[config.mk]
export PLATFORM = sky130hd
export DESIGN_NAME = qlal3_mult_arbiter
export DESIGN_NICKNAME = d
export VERILOG_FILES = /design/src/rtl/qlal3_mult_arbiter.sv
export SDC_FILE = /design/constraint.sdc
export NUM_CORES = 1
export LEC_CHECK = 0
export ABC_AREA = 1
export CELL_PAD_IN_SITES_DETAIL_PLACEMENT = 0
export CELL_PAD_IN_SITES_GLOBAL_PLACEMENT = 1
export CORE_MARGIN = 5
export CORE_UTILIZATION = 23
export CTS_CLUSTER_SIZE = 16
export DETAILED_ROUTE_END_ITERATION = 8
export GPL_TIMING_DRIVEN = 0
export HOLD_SLACK_MARGIN = 0.08
export PLACE_DENSITY = 0.84
export SYNTH_ARGS = -nofsm -noshare
export SYNTH_HDL_FRONTEND = slang
export SYNTH_SLANG_ARGS = --single-unit
[constraint.sdc]
create_clock -name CLK -period 2 [get_ports CLK]
set_input_delay 0.4 -clock CLK [delete_from_list [all_inputs] [get_ports CLK]]
set_output_delay 0.4 -clock CLK [all_outputs]
set_load 0.01 [all_outputs]
[src/rtl/qlal3_mult_arbiter.sv]
// Round-robin arbiter that time-shares one hard 32x32 multiplier among N_REQ
// fabric requesters, routing each 64-bit product back to the requester that issued it.
module qlal3_mult_arbiter #(
  parameter int N_REQ    = 4,
  parameter int MULT_LAT = 2
) (
  input  logic                  CLK,
  input  logic                  RESET_n,
  input  logic [N_REQ-1:0]      req_valid,
  output logic [N_REQ-1:0]      req_ready,
  input  logic [N_REQ*32-1:0]   req_a,
  input  logic [N_REQ*32-1:0]   req_b,
  output logic [N_REQ-1:0]      rsp_valid,
  output logic [63:0]           rsp_data,
  output logic                  busy,
  output logic [31:0]           Amult,
  output logic [31:0]           Bmult,
  output logic                  Valid_mult,
  input  logic [63:0]           Cmult
);

  localparam int IW = $clog2(N_REQ);
  localparam int CW = (MULT_LAT > 1) ? $clog2(MULT_LAT) : 1;
  localparam logic [IW-1:0] LAST_IDX   = IW'(N_REQ - 1);
  localparam logic [CW-1:0] COUNT_INIT = CW'(MULT_LAT - 1);

  typedef enum logic {
    IDLE = 1'b0,
    BUSY = 1'b1
  } state_t;

  state_t             state_reg, state_next;
  logic [CW-1:0]      count_reg, count_next;
  logic [IW-1:0]      owner_reg, owner_next;
  logic [IW-1:0]      ptr_reg, ptr_next;
  logic [31:0]        a_reg, a_next;
  logic [31:0]        b_reg, b_next;
  logic               valid_mult_reg, valid_mult_next;
  logic               busy_reg, busy_next;
  logic [N_REQ-1:0]   rsp_valid_reg, rsp_valid_next;
  logic [63:0]        rsp_data_reg, rsp_data_next;

  logic [31:0]        a_arr [N_REQ];
  logic [31:0]        b_arr [N_REQ];
  logic               grant_found;
  logic [IW-1:0]      grant_idx;

  genvar gi;
  generate
    for (gi = 0; gi < N_REQ; gi++) begin : g_slice
      assign a_arr[gi] = req_a[32*gi +: 32];
      assign b_arr[gi] = req_b[32*gi +: 32];
    end
  endgenerate

  function automatic logic [N_REQ-1:0] onehot(input logic [IW-1:0] i);
    logic [N_REQ-1:0] v;
    v    = '0;
    v[i] = 1'b1;
    return v;
  endfunction

  // Search starts at the pointer and wraps, so the last winner is checked last.
  always_comb begin
    int idx;
    idx         = 0;
    grant_found = 1'b0;
    grant_idx   = '0;
    for (int k = 0; k < N_REQ; k++) begin
      idx = int'(ptr_reg) + k;
      if (idx >= N_REQ) idx = idx - N_REQ;
      if (!grant_found && req_valid[IW'(idx)]) begin
        grant_found = 1'b1;
        grant_idx   = IW'(idx);
      end
    end
  end

  // Gated by RESET_n so the accept strobe is low for the whole reset interval.
  always_comb begin
    req_ready = '0;
    if (RESET_n && (state_reg == IDLE) && grant_found) req_ready = onehot(grant_idx);
  end

  always_comb begin
    state_next      = state_reg;
    count_next      = count_reg;
    owner_next      = owner_reg;
    ptr_next        = ptr_reg;
    a_next          = a_reg;
    b_next          = b_reg;
    valid_mult_next = valid_mult_reg;
    busy_next       = busy_reg;
    rsp_valid_next  = '0;
    rsp_data_next   = rsp_data_reg;
    case (state_reg)
      IDLE: begin
        if (grant_found) begin
          a_next          = a_arr[grant_idx];
          b_next          = b_arr[grant_idx];
          owner_next      = grant_idx;
          ptr_next        = (grant_idx == LAST_IDX) ? '0 : grant_idx + 1'b1;
          count_next      = COUNT_INIT;
          valid_mult_next = 1'b1;
          busy_next       = 1'b1;
          state_next      = BUSY;
        end
      end
      BUSY: begin
        if (count_reg == '0) begin
          rsp_data_next   = Cmult;
          rsp_valid_next  = onehot(owner_reg);
          valid_mult_next = 1'b0;
          busy_next       = 1'b0;
          state_next      = IDLE;
        end else begin
          count_next = count_reg - 1'b1;
        end
      end
      default: state_next = IDLE;
    endcase
  end

  always_ff @(posedge CLK or negedge RESET_n) begin
    if (!RESET_n) begin
      state_reg      <= IDLE;
      count_reg      <= '0;
      owner_reg      <= '0;
      ptr_reg        <= '0;
      a_reg          <= '0;
      b_reg          <= '0;
      valid_mult_reg <= 1'b0;
      busy_reg       <= 1'b0;
      rsp_valid_reg  <= '0;
      rsp_data_reg   <= '0;
    end else begin
      state_reg      <= state_next;
      count_reg      <= count_next;
      owner_reg      <= owner_next;
      ptr_reg        <= ptr_next;
      a_reg          <= a_next;
      b_reg          <= b_next;
      valid_mult_reg <= valid_mult_next;
      busy_reg       <= busy_next;
      rsp_valid_reg  <= rsp_valid_next;
      rsp_data_reg   <= rsp_data_next;
    end
  end

  assign Amult      = a_reg;
  assign Bmult      = b_reg;
  assign Valid_mult = valid_mult_reg;
  assign busy       = busy_reg;
  assign rsp_valid  = rsp_valid_reg;
  assign rsp_data   = rsp_data_reg;

endmodule

==> run_results.csv <==
group,metric,value,unit
status,outcome,"finished, violations left",
status,violations,"setup timing",
drt,wl_per_cell,17.9,µm
placement,gp_congestion,0.867,
yosys,yosys_warnings,0,
yosys,ys_types,20,
setup_path,criticalPathCategory,"reg2out",
timing,period_share,138,%
worst_hold_path,hold_start,"owner_reg[1]",
cells_and_area,fin_cells,2331,
timing,setup_ws,-0.762,ns
floorplan,dieArea,40800,µm²
floorplan,initial_utilization,23.2,%
clock_network,cts_tree,"done",
setup_path,worstRegToRegCells,14,
placement,dp.cells,2277,
clock_network,clock_sinks,139,
drt,routed_wl,41700,µm
timing,slew_violations,0,
yosys,synth_top_area_share,41.0,%
power,p_comb_share,71.3,%
yosys,synthSimpleGateAreaFrac,46.0,%
drt,drc,0,
clock_network,cts-htree-levels,4,
setup_path,worst_setup_path_start_kind,"flop",
power,powerDensity,1950,nW/µm²
timing,hold_viol,0,
setup_path,cp.required,1.60,ns
worst_hold_path,min_to,"rsp_valid[0]",
power,p_seq_share,17.4,%
floorplan,core_area,36500,µm²
timing,min_period,2.76,ns
timing,worst_pin_slew,0.557,ns
placement,place_hpwl,32500,µm
cells_and_area,multi_input_area,4110,µm²
timing,setup_viol,69,
floorplan,io_pins,464,
global_routing,grt.total_usage,19.8,%
floorplan,die_y,202,µm
drt,drt-vias-per-instance,4.33,
drt,drtPass1Iterations,6,
yosys,synth_top_family_by_area,"simple AND/OR/NAND/NOR gates",
floorplan,die_x,202,µm
yosys,synth_seq_area_share,41.0,%
power,power.leakage,7.76,nW
yosys,syn_area,8480,µm²
drt,antenna_left,0,
power,p_switching,0.0144,W
clock_network,path_clk_slew,0.07,ns
yosys,synthCells,1345,
global_routing,grt_antenna_before_repair,2,
global_routing,first_global_vias,10300,
worst_hold_path,whs_path_depth,1,
cells_and_area,layout-drive-gt1-share,9.25,%
yosys,synth_largest_area_cell,"dfrtp_1",
setup_path,path_max_fanout,5,
yosys,synth_compound_area_share,0.443,%
timing,slew_headroom,62.9,%
clock_network,clkLatencyLatePin,0.45,ns
setup_path,critPathLaunch,"ptr_reg[0]",
setup_path,crit_path_end_kind,"output pin",
global_routing,grt-ovfl-total,0,
power,internal_power,0.0146,W
timing,max_freq,362,MHz
drt,vias,10100,
timing,fin_skew,0.00893,ns
setup_path,worstPathArrival,2.36,ns
yosys,synth_area_leaders,"dfrtp_1 41%, nand2_1 33%, nand3_1 12%",
cells_and_area,area_growth,75.2,%
global_routing,grt_pass1_wl,62000,µm
floorplan,row_count,70,
yosys,avgSynthCellArea,6.30,µm²
cells_and_area,largest_reg_flops,64,
yosys,synthXorXnorAreaFrac,0,%
setup_path,ff2ff_setup_slack,-0.40,ns
power,swShare,49.6,%
clock_network,numCtsBuffers,17,
cells_and_area,regArea,3480,µm²
clock_network,clk_path_buf_depth,2,
yosys,synthMuxAreaShare,0,%
placement,numPortBuffers,463,
yosys,synthAdderAreaFrac,0.295,%
power,irDropWorstVdd,882,µV
drt,drt_iter0_markers,535,
worst_hold_path,hp-class,"reg2reg",
setup_path,r2r-end,"Amult[23]",
setup_path,r2r-start,"ptr_reg[0]",
power,total_power,0.0290,W
timing,setup_tns,-21.76,ns
cells_and_area,fillCellCount,3793,
yosys,ys_ff_latch,139,
yosys,synth_nets,1673,
job,max_cap_viol_count,0,
global_routing,grt_max_degree,93,
clock_network,cts_root_buffer,"clkbuf_16",
cells_and_area,fin_nets,2175,
power,clkPwrFrac,11.3,%
timing,rsz0062_at_grt,"true",
[area by class of cell]
cell class              count  share of cell area, %
diodes                      3                 0.0506
plain buffers              86                   4.59
clock buffers              18                   2.89
clock inverters            14                   1.07
inverters                 147                   3.83
multi-input cells         973                   27.7
flip-flops and latches    139                   23.4
well taps                 468                   3.94
repair buffers            482                   32.4
repair inverters            1                 0.0506
[worst max-delay path by stage]
stage	cells after the start	slack, ns	to
2_1_floorplan	15	-0.13	req_ready[3]
3_3_place_gp	4	-6.41	req_ready[1]
3_5_place_dp	14	-1.45	req_ready[0]
4_1_cts	16	-0.77	req_ready[3]
5_1_grt	15	-0.89	req_ready[2]
6_report	14	-0.76	req_ready[2]
[synthesized netlist by cell type]
master      n
buf_1       7
buf_2      33
nand4_1     1
buf_6      10
inv_2       4
inv_1     143
o21a_1      1
nand2_2     5
a21oi_1     2
ha_1        2
nor2_1     10
nor3_1      6
o21ai_0     3
nor2_4      1
nand3_1   198
clkbuf_1   23
dfrtp_1   139
o21ai_1     1
nand2_1   743
buf_4      13
[through the flow]
step / instance area (µm²) / worst slack, ns / hold WS (ns) / utilization, %
floorplan: 8530 / -0.129 / 0.104 / -
global placement: 13700 / -6.41 / 0.449 / 37.6
detailed placement: 13800 / -1.45 / 0.388 / 37.7
CTS: 14700 / -0.773 / 0.459 / 40.2
global route: 14800 / -0.892 / 0.475 / 40.6
finish: 14800 / -0.762 / 0.465 / 40.7
[metal layers]
metal / global-route usage [%] / share of wire, %
met3: 3.98 / 4.9
met4: 5.03 / 1.8
met5: 0 / 0.031
met2: 34.2 / 49
met1: 25.5 / 44
[repair_timing]
action                     4_1_cts  5_1_grt
gates resized for setup         93       40
hold endpoints to repair        48        0
hold buffers                     2        0
buffers inserted                12        3
pin swaps                       14        0
setup endpoints to repair       74       74
gates cloned                     2        0
[power groups by stage]
stage	clock network [W]	logic, W	registers, W
final	0.00328	0.0206	0.00505
after global routing	0.00352	0.0229	0.00523
after CTS	0.00340	0.0203	0.00504
after detailed placement	0	0.0192	0.00505
after global placement	0	0.0191	0.00501
after floorplan	0	0.0105	0.00558
[kinds of logic after synthesis]
group / Yosys count
simple gates: 964
buf+inv: 233
flops: 139
compound gates: 7
fa+ha+maj: 2
[critical path, stage by stage, from the launching register on]
cell	delay [ns]
dfrtp_2	0.46
inv_2	0.11
nand2_1	0.12
nand3_4	0.10
nand2_4	0.07
nor2_4	0.14
nand3_2	0.11
nand2_4	0.10
nand2_8	0.06
buf_12	0.13
buf_12	0.13
ha_2	0.18
inv_2	0.04
nor2_2	0.03
buf_2	0.13
[placed cells by master (no fill, tap or decap), types with 3 or more instances in the layout]
cell type,instances
buf_6,25
buf_4,25
nand2_1,728
buf_8,3
diode_2,3
buf_12,5
inv_6,4
inv_1,139
nand2_2,13
clkinv_4,4
dfrtp_1,137
buf_1,4
clkbuf_2,11
nor2_1,5
clkdlybuf4s50_1,458
buf_2,22
nor3_1,4
clkbuf_1,11
nor2_2,4
o21ai_0,3
nand2_4,6
clkbuf_16,17
inv_2,5
nand3_1,195
Note: power is estimated with default switching activity, not from simulation.
